### src/rtl/store_merge_unit.sv
// Store path for sw/sb/sh: sw writes directly, sb/sh do read-modify-write on the low lane.
// Optional alignment rejection of sw/sh is compiled in with STORE_ALIGN_CHECK_EN.
module store_merge_unit #(
   parameter int unsigned MEM_RD_LAT = 1
) (
   input  logic        clk,
   input  logic        reset_n,
   input  logic        Start,
   input  logic [1:0]  Store_size,
   input  logic [31:0] Addr,
   input  logic [31:0] Store_data,
   input  logic [31:0] Mem_rdata,
   output logic [31:0] Mem_addr,
   output logic        Mem_re,
   output logic        Mem_we,
   output logic [31:0] Mem_wdata,
   output logic        Busy,
   output logic        Done,
   output logic        Error
);

   typedef enum logic [2:0] {StIdle, StRead, StWait, StWrite, StDone} state_t;

   state_t      r_state, w_state_d;
   logic [3:0]  r_cnt, w_cnt_d;
   logic [1:0]  r_size, w_size_d;
   logic [15:0] r_data, w_data_d;
   logic [31:0] r_mem_addr, w_mem_addr_d;
   logic [31:0] r_mem_wdata, w_mem_wdata_d;
   logic        r_mem_re, w_mem_re_d;
   logic        r_mem_we, w_mem_we_d;
   logic        r_busy, w_busy_d;
   logic        r_done, w_done_d;
   logic        r_error, w_error_d;
   logic        w_reject;
   logic [31:0] w_merged;

`ifdef STORE_ALIGN_CHECK_EN
   always_comb begin
      w_reject = (Store_size == 2'b11)
                 || ((Store_size == 2'b00) && (Addr[1:0] != 2'b00))
                 || ((Store_size == 2'b10) && Addr[0]);
   end
`else
   always_comb begin
      w_reject = (Store_size == 2'b11);
   end
`endif

   // Low-lane merge, matching the load path's extraction convention
   always_comb begin
      if (r_size == 2'b01) begin
         w_merged = {Mem_rdata[31:8], r_data[7:0]};
      end else begin
         w_merged = {Mem_rdata[31:16], r_data};
      end
   end

   // Outputs are registered from next-state values so they align with the state they describe
   always_comb begin
      w_state_d     = r_state;
      w_cnt_d       = r_cnt;
      w_size_d      = r_size;
      w_data_d      = r_data;
      w_mem_addr_d  = r_mem_addr;
      w_mem_wdata_d = r_mem_wdata;
      w_mem_re_d    = 1'b0;
      w_mem_we_d    = 1'b0;
      w_done_d      = 1'b0;
      w_error_d     = 1'b0;
      unique case (r_state)
         StIdle: begin
            if (Start) begin
               if (w_reject) begin
                  w_error_d = 1'b1;
               end else begin
                  w_size_d     = Store_size;
                  w_data_d     = Store_data[15:0];
                  w_mem_addr_d = Addr;
                  if (Store_size == 2'b00) begin
                     w_state_d     = StWrite;
                     w_mem_we_d    = 1'b1;
                     w_mem_wdata_d = Store_data;
                  end else begin
                     w_state_d  = StRead;
                     w_mem_re_d = 1'b1;
                  end
               end
            end
         end
         StRead: begin
            w_cnt_d   = 4'(MEM_RD_LAT);
            w_state_d = StWait;
         end
         StWait: begin
            w_cnt_d = r_cnt - 4'd1;
            if (r_cnt == 4'd1) begin
               w_state_d     = StWrite;
               w_mem_we_d    = 1'b1;
               w_mem_wdata_d = w_merged;
            end
         end
         StWrite: begin
            w_state_d = StDone;
            w_done_d  = 1'b1;
         end
         StDone: begin
            w_state_d = StIdle;
         end
         default: begin
            w_state_d = StIdle;
         end
      endcase
      w_busy_d = (w_state_d != StIdle);
   end

   always_ff @(posedge clk) begin
      if (!reset_n) begin
         r_state     <= StIdle;
         r_cnt       <= 4'd0;
         r_size      <= 2'b00;
         r_data      <= 16'd0;
         r_mem_addr  <= 32'd0;
         r_mem_wdata <= 32'd0;
         r_mem_re    <= 1'b0;
         r_mem_we    <= 1'b0;
         r_busy      <= 1'b0;
         r_done      <= 1'b0;
         r_error     <= 1'b0;
      end else begin
         r_state     <= w_state_d;
         r_cnt       <= w_cnt_d;
         r_size      <= w_size_d;
         r_data      <= w_data_d;
         r_mem_addr  <= w_mem_addr_d;
         r_mem_wdata <= w_mem_wdata_d;
         r_mem_re    <= w_mem_re_d;
         r_mem_we    <= w_mem_we_d;
         r_busy      <= w_busy_d;
         r_done      <= w_done_d;
         r_error     <= w_error_d;
      end
   end

   assign Mem_addr  = r_mem_addr;
   assign Mem_re    = r_mem_re;
   assign Mem_we    = r_mem_we;
   assign Mem_wdata = r_mem_wdata;
   assign Busy      = r_busy;
   assign Done      = r_done;
   assign Error     = r_error;

endmodule
### config.mk
export PLATFORM = sky130hd
export DESIGN_NAME = store_merge_unit
export DESIGN_NICKNAME = d
export VERILOG_FILES = /design/src/rtl/store_merge_unit.sv
export SDC_FILE = /design/constraint.sdc
export NUM_CORES = 1
export LEC_CHECK = 0
export ABC_AREA = 1
export BUFFER_PORTS_ARGS = -buffer_cell sky130_fd_sc_hd__buf_2
export CAP_MARGIN = 20
export CORE_AREA = 2 2 101 103
export CTS_CLUSTER_DIAMETER = 120
export DETAILED_ROUTE_END_ITERATION = 12
export DIE_AREA = 0 0 103 105
export GPL_ROUTABILITY_DRIVEN = 0
export GPL_TIMING_DRIVEN = 0
export PLACE_DENSITY = 0.75
export SLEW_MARGIN = 10
export SYNTH_ARGS = -nofsm -noshare
export SYNTH_HDL_FRONTEND = slang
export SYNTH_SLANG_ARGS = --single-unit
### constraint.sdc
create_clock -name clk -period 1.4 [get_ports clk]
set_clock_uncertainty 0.15 [all_clocks]
set_input_delay 0.35 -clock clk [delete_from_list [all_inputs] [get_ports clk]]
set_output_delay 0.35 -clock clk [all_outputs]
set_load 0.005 [all_outputs]
Word-level counts from Yosys, hierarchy flattened
Cells that the tools add are included.
{"block": "word_totals", "register_bits": 94, "latchBits": 0, "ram_bits": 0, "romBits": 0, "input_bits": 101, "output_inout_bits": 69, "elab_cells": 55, "n_memories": 0}
{"block": "op_classes", "add_sub_neg": 1, "n_mul": 0, "n_div": 0, "magnitude_cmp": 0, "n_eq_ne": 10, "shifts": 0, "muxes": 20, "n_bitwise": 4, "reduce_logical": 9}
{"cell": "$mux W32", "n": 4}
{"cell": "$pmux W32 S2", "n": 1}
{"cell": "$mux W16", "n": 1}
{"cell": "$pmux W3 S4", "n": 1}
{"cell": "$mux W3", "n": 3}
{"cell": "$ne A2 B2 Y1 const B", "n": 4}
{"cell": "$pmux W4 S2", "n": 1}
{"cell": "$mux W1", "n": 7}
{"cell": "$eq A3 B2 Y1 const B", "n": 2}
{"cell": "$reduce_and A3 Y1", "n": 2}
{"cell": "$reduce_and A5 Y1", "n": 1}
{"cell": "$eq A4 B1 Y1 const B", "n": 1}
{"cell": "$not A1 Y1", "n": 4}
{"cell": "$reduce_bool A2 Y1", "n": 2}
{"cell": "$reduce_or A4 Y1", "n": 1}
{"cell": "$sub A4 B1 Y4 const B", "n": 1}
{"cell": "$eq A3 B1 Y1 const B", "n": 1}
{"cell": "$logic_not A3 Y1", "n": 1}
{"cell": "$reduce_bool A3 Y1", "n": 1}
{"cell": "$eq A2 B1 Y1 const B", "n": 1}
{"cell": "$eq A2 B2 Y1 const B", "n": 1}
{"cell": "$logic_not A2 Y1", "n": 1}
{"cell": "$mux W2", "n": 1}
{"cell": "$pmux W1 S2", "n": 1}

Depth between registers and ports, before layout
{"block": "depth", "ltp_word": 6, "mapped_depth": 9, "ltp_nobuf": 8}

Worst setup path after synthesis
No wires, ideal clock.
{"block": "synth_timing", "kind": "register to register", "startpoint": "reg r_cnt[1]", "endpoint": "reg r_mem_wdata[28], in the netlist Mem_wdata[28]", "setup_ns": 0.113, "t_arrival_ns": 1.136, "required_time_ns": 1.137, "path_slack_ns": 0.001, "path_stages_with_launch": 10, "n_path_buf": 1, "period_less_slack_ns": 1.399, "cell_sequence": "dfxtp_1 > inv_1 > ha_1 > nand2_1 > inv_1 > nand2_1 > buf_2 > nand3_1 > nand2_1 > nor2_1"}
{"block": "synth_between", "elab_chain_cells": 3}
{"element": "start, declared", "line_no": "25", "rtl": "logic [3:0] r_cnt, w_cnt_d;"}
{"element": "start signal, assigned", "line_no": "132", "rtl": "r_cnt <= w_cnt_d;"}
{"element": "$eq A4 B1 Y1", "line_no": "97", "rtl": "if (r_cnt == 4'd1) begin"}
{"element": "$ne A2 B2 Y1 (no line)"}
{"element": "$reduce_and A5 Y1 (no line)"}
{"element": "end signal, assigned", "line_no": "136", "rtl": "r_mem_wdata <= w_mem_wdata_d;"}
{"element": "end, declared", "line_no": "29", "rtl": "logic [31:0] r_mem_wdata, w_mem_wdata_d;"}
No other way between the ends.
A chain may end at the register's enable or synchronous reset.

Worst setup path after layout
{"block": "layout_timing", "startpoint": "reg r_state[0]", "endpoint": "reg r_data[6]"}
{"block": "layout_between", "elab_chain_cells": 2}
{"element": "start, declared", "line_no": "24", "rtl": "state_t r_state, w_state_d;"}
{"element": "start signal, assigned", "line_no": "119", "rtl": "r_state <= StIdle;"}
{"element": "start signal, assigned", "line_no": "131", "rtl": "r_state <= w_state_d;"}
{"element": "$logic_not A3 Y1", "line_no": "71", "rtl": "unique case (r_state)"}
{"element": "$reduce_and A3 Y1 (no line)"}
{"element": "end signal, assigned", "line_no": "134", "rtl": "r_data <= w_data_d;"}
{"element": "end, declared", "line_no": "27", "rtl": "logic [15:0] r_data, w_data_d;"}
No other way between the ends.

==> qor.txt <==
die area - 0.0108 mm^2
fin crit period - 1540 ps
global route total overflow - 0
complex-gate fraction of the synthesized area - 6.87%
Min-Delay Path Depth - 3
Bufs on Longest Clock Path - 2
fraction of layout cells with a size suffix above 1 - 32.7%
Worst setup EP type - flip-flop
first-pass GRT wire length - 18,800 um
final core utilization - 62.0%
width of the die - 103 um
number of different library cells in the post-synthesis netlist - 23
Final TNS setup - -7950 ps
Req. time, crit path - 1510 ps
clock share of power - 28.1%
failing checks - negative setup slack
total number of yosys warnings - 0
Post-route DRC - 0
Post-Route WL - 12,200 um
simple-gate portion of the synthesized area - 37.0%
vias in the first global route - 4,034
Crit path buffers/inverters - 3
initial antenna violation count - 0
hpwl dp - 8160 um
Largest stage delay, worst path - 360 ps
Sink Count - 94
Initial Util - 42.7%
CP cell instances - nor2_4, buf_4, nand4_4, buf_12, clkbuf_8, o21ai_1, nor2_1
CP Depth - 7
WL/cell - 12.6 um
RSZ-0062 raised after global routing - true
max cap viols - 0
sequential share of power - 45.3%
Synth Area in Adders - 0.608%
Layout area overhead - 45.2%
Leakage - 0.00320 uW
Post-Syn Instances - 629
mux contribution to synthesized area - 0%
HP Class - in2reg
antenna cell count - 0
Peak Freq - 0.649 GHz
I/O Buffers - 160
Worst EP arrival - 1650 ps
critical path type - reg2reg
final layout net count - 929
largest net degree at the start of global routing - 17
core area - 0.00964 mm^2
DRT Pass-1 Iters - 4
Total GRT Usage - 21.8%
register bit total from synthesis - 94
CP startpoint kind - flip-flop
syn_nets - 732
xor and xnor area share after synthesis - 0%
routed vias/inst - 4.61
status - finished, violations left
Mapped Avg Cell Area - 6.54 um^2
io pins - 170
clock slew at reported path FFs - 100 ps
DRT iter0 DRCs - 191
sw frac - 31.0%
sequential-to-total area share from yosys stat - 45.7%
main combinational cell family by area after synthesis - simple AND/OR/NAND/NOR gates
Mapped Area - 0.00412 mm^2
internal power - 4680 uW
Worst R2R Path Depth - 7
period utilization - 110%
power density cells - 1140 mW/mm^2
Critical Path Slowest Stage Cell - dfxtp_4
Rows - 36
total CTS buffers - 9
root buf cell - clkbuf_8
IR drop worst, VDD - 580 uV
latest clock arrival within the worst-skew pair - 370 ps
Die H - 105 um
total number of H-tree levels - 3
Worst slew margin - 67.4%
fin. max-slew vios - 0
combinational cell fraction of total power - 26.6%
worst-margin pin slew - 490 ps
Post-DRT Antenna Nets - 0
setup violators final - 86
final worst-path setup slack - -141 ps
critical path's top delay family - buffers and inverters
crit-path max FO - 10
CTS tree - done
sw power - 2100 uW
Vias - 4,442
Fin. Hold Viols - 0
==> timing repair <==
action                                  4_1_cts  5_1_grt
pin swaps                                    11        7
setup buffers                                13        7
hold buffers                                  0        0
cloned                                        4        2
gates resized for setup                     107       79
endpoints found under the setup margin       89       92
==> sequential cells by signal (all words and copies together), names as in the netlist <==
register,flops
r_state,3
r_cnt,4
Busy,1
Mem_addr,32
Error,1
Mem_we,1
Mem_re,1
r_data,16
Mem_wdata,32
Done,1
r_size,2
==> synth_stat cells <==
library cell / n / area [um^2]
a21oi_1: 2 / 10.0
a22oi_1: 1 / 7.51
buf_1: 1 / 3.75
buf_2: 14 / 70.1
buf_4: 3 / 22.5
clkbuf_1: 19 / 71.3
clkinv_1: 1 / 3.75
dfxtp_1: 94 / 1880
ha_1: 2 / 25.0
inv_1: 61 / 229
inv_2: 1 / 3.75
nand2_1: 142 / 533
nand3_1: 52 / 260
nand4_1: 3 / 18.8
nand4_2: 1 / 12.5
nor2_1: 172 / 646
nor2_2: 1 / 6.26
nor2_4: 2 / 22.5
nor3_1: 2 / 10.0
nor3b_1: 1 / 7.51
o21ai_0: 52 / 260
o21ai_1: 1 / 5.00
or2_0: 1 / 6.26
==> kinds of logic (layout without fill, tap and decap cells) <==
logic type | Yosys count | in the layout
AOI/OAI and AO/OA | 56 | 56
adders and majority gates | 2 | 2
buffers and inverters | 100 | 302
DFF | 94 | 94
and+or+nand+nor | 377 | 377
==> layout by cell type, fill, tap and decap left out, types with 2 or more instances in the layout <==
master / synthesis / routed
inv_1: 61 / 57
o21ai_2: 0 / 8
clkbuf_8: 0 / 16
inv_6: 0 / 2
o21ai_0: 52 / 2
a21oi_1: 2 / 2
nand2_1: 142 / 135
buf_4: 3 / 14
buf_2: 14 / 161
o21ai_1: 1 / 43
nor2_1: 172 / 163
nand2_4: 0 / 2
dfxtp_2: 0 / 3
dfxtp_4: 0 / 2
dfxtp_1: 94 / 89
clkbuf_16: 0 / 2
nor2_2: 1 / 7
nand2_2: 0 / 4
nand3_1: 52 / 51
buf_6: 0 / 13
clkbuf_1: 19 / 8
buf_12: 0 / 3
clkbuf_4: 0 / 2
clkinvlp_4: 0 / 2
nand4_1: 3 / 3
nor2_4: 2 / 5
buf_8: 0 / 12
inv_2: 1 / 3
==> worst min-delay path, cell delays in order <==
cell and delay, ps:
buf_2 70, o21ai_1 50, nor2_1 70
==> power groups by stage <==
stage	Combinational (uW)	Clock [uW]	Sequential [uW]
global route	2030	2030	3110
CTS	1600	1930	3070
global placement	1340	0	3120
floorplan	815	0	3140
detailed placement	1360	0	3130
finish	1800	1910	3070
==> path summary, 6_finish.rpt <==
check                            startpoint          end  slack [ps]
worst min-delay path                Addr[0]  Mem_addr[0]          60
worst max-delay path             r_state[0]    r_data[6]        -140
worst max register to register   r_state[0]    r_data[6]        -140
worst min register to register  Mem_addr[9]  Mem_addr[9]         340
==> metal layers <==
layer | vias up | part of all wire, % | global-route usage [%]
met2 | 129 | 47 | 35.4
met1 | 1960 | 44 | 27.8
li1 | 2322 | - | -
met4 | 0 | 3.2 | 9.40
met5 | - | 0 | 0
met3 | 31 | 5.8 | 4.35
==> metrics by stage <==
stage	hold WS, ps	instances	area (um^2)	setup WS, ps	total power, uW
3_5_place_dp	317	922	5080	-338	4480
6_report	56.2	964	5980	-141	6780
2_1_floorplan	298	629	4120	1.34	3950
3_3_place_gp	307	922	5080	-311	4460
5_1_grt	67.3	964	5980	-205	7160
4_1_cts	54.7	955	5690	-97.3	6590
==> area by class of cell <==
class | instances | area [um^2]
Timing Repair Buffer | 186 | 1090
Multi-Input combinational cell | 435 | 1970
Clock buffer | 10 | 138
Fill cell | 944 | 3660
Clock inverter | 6 | 68.8
Buffer | 37 | 393
Inverter | 63 | 255
Tap cell | 133 | 166
Sequential cell | 94 | 1890
(Power assumes the default switching activity.)
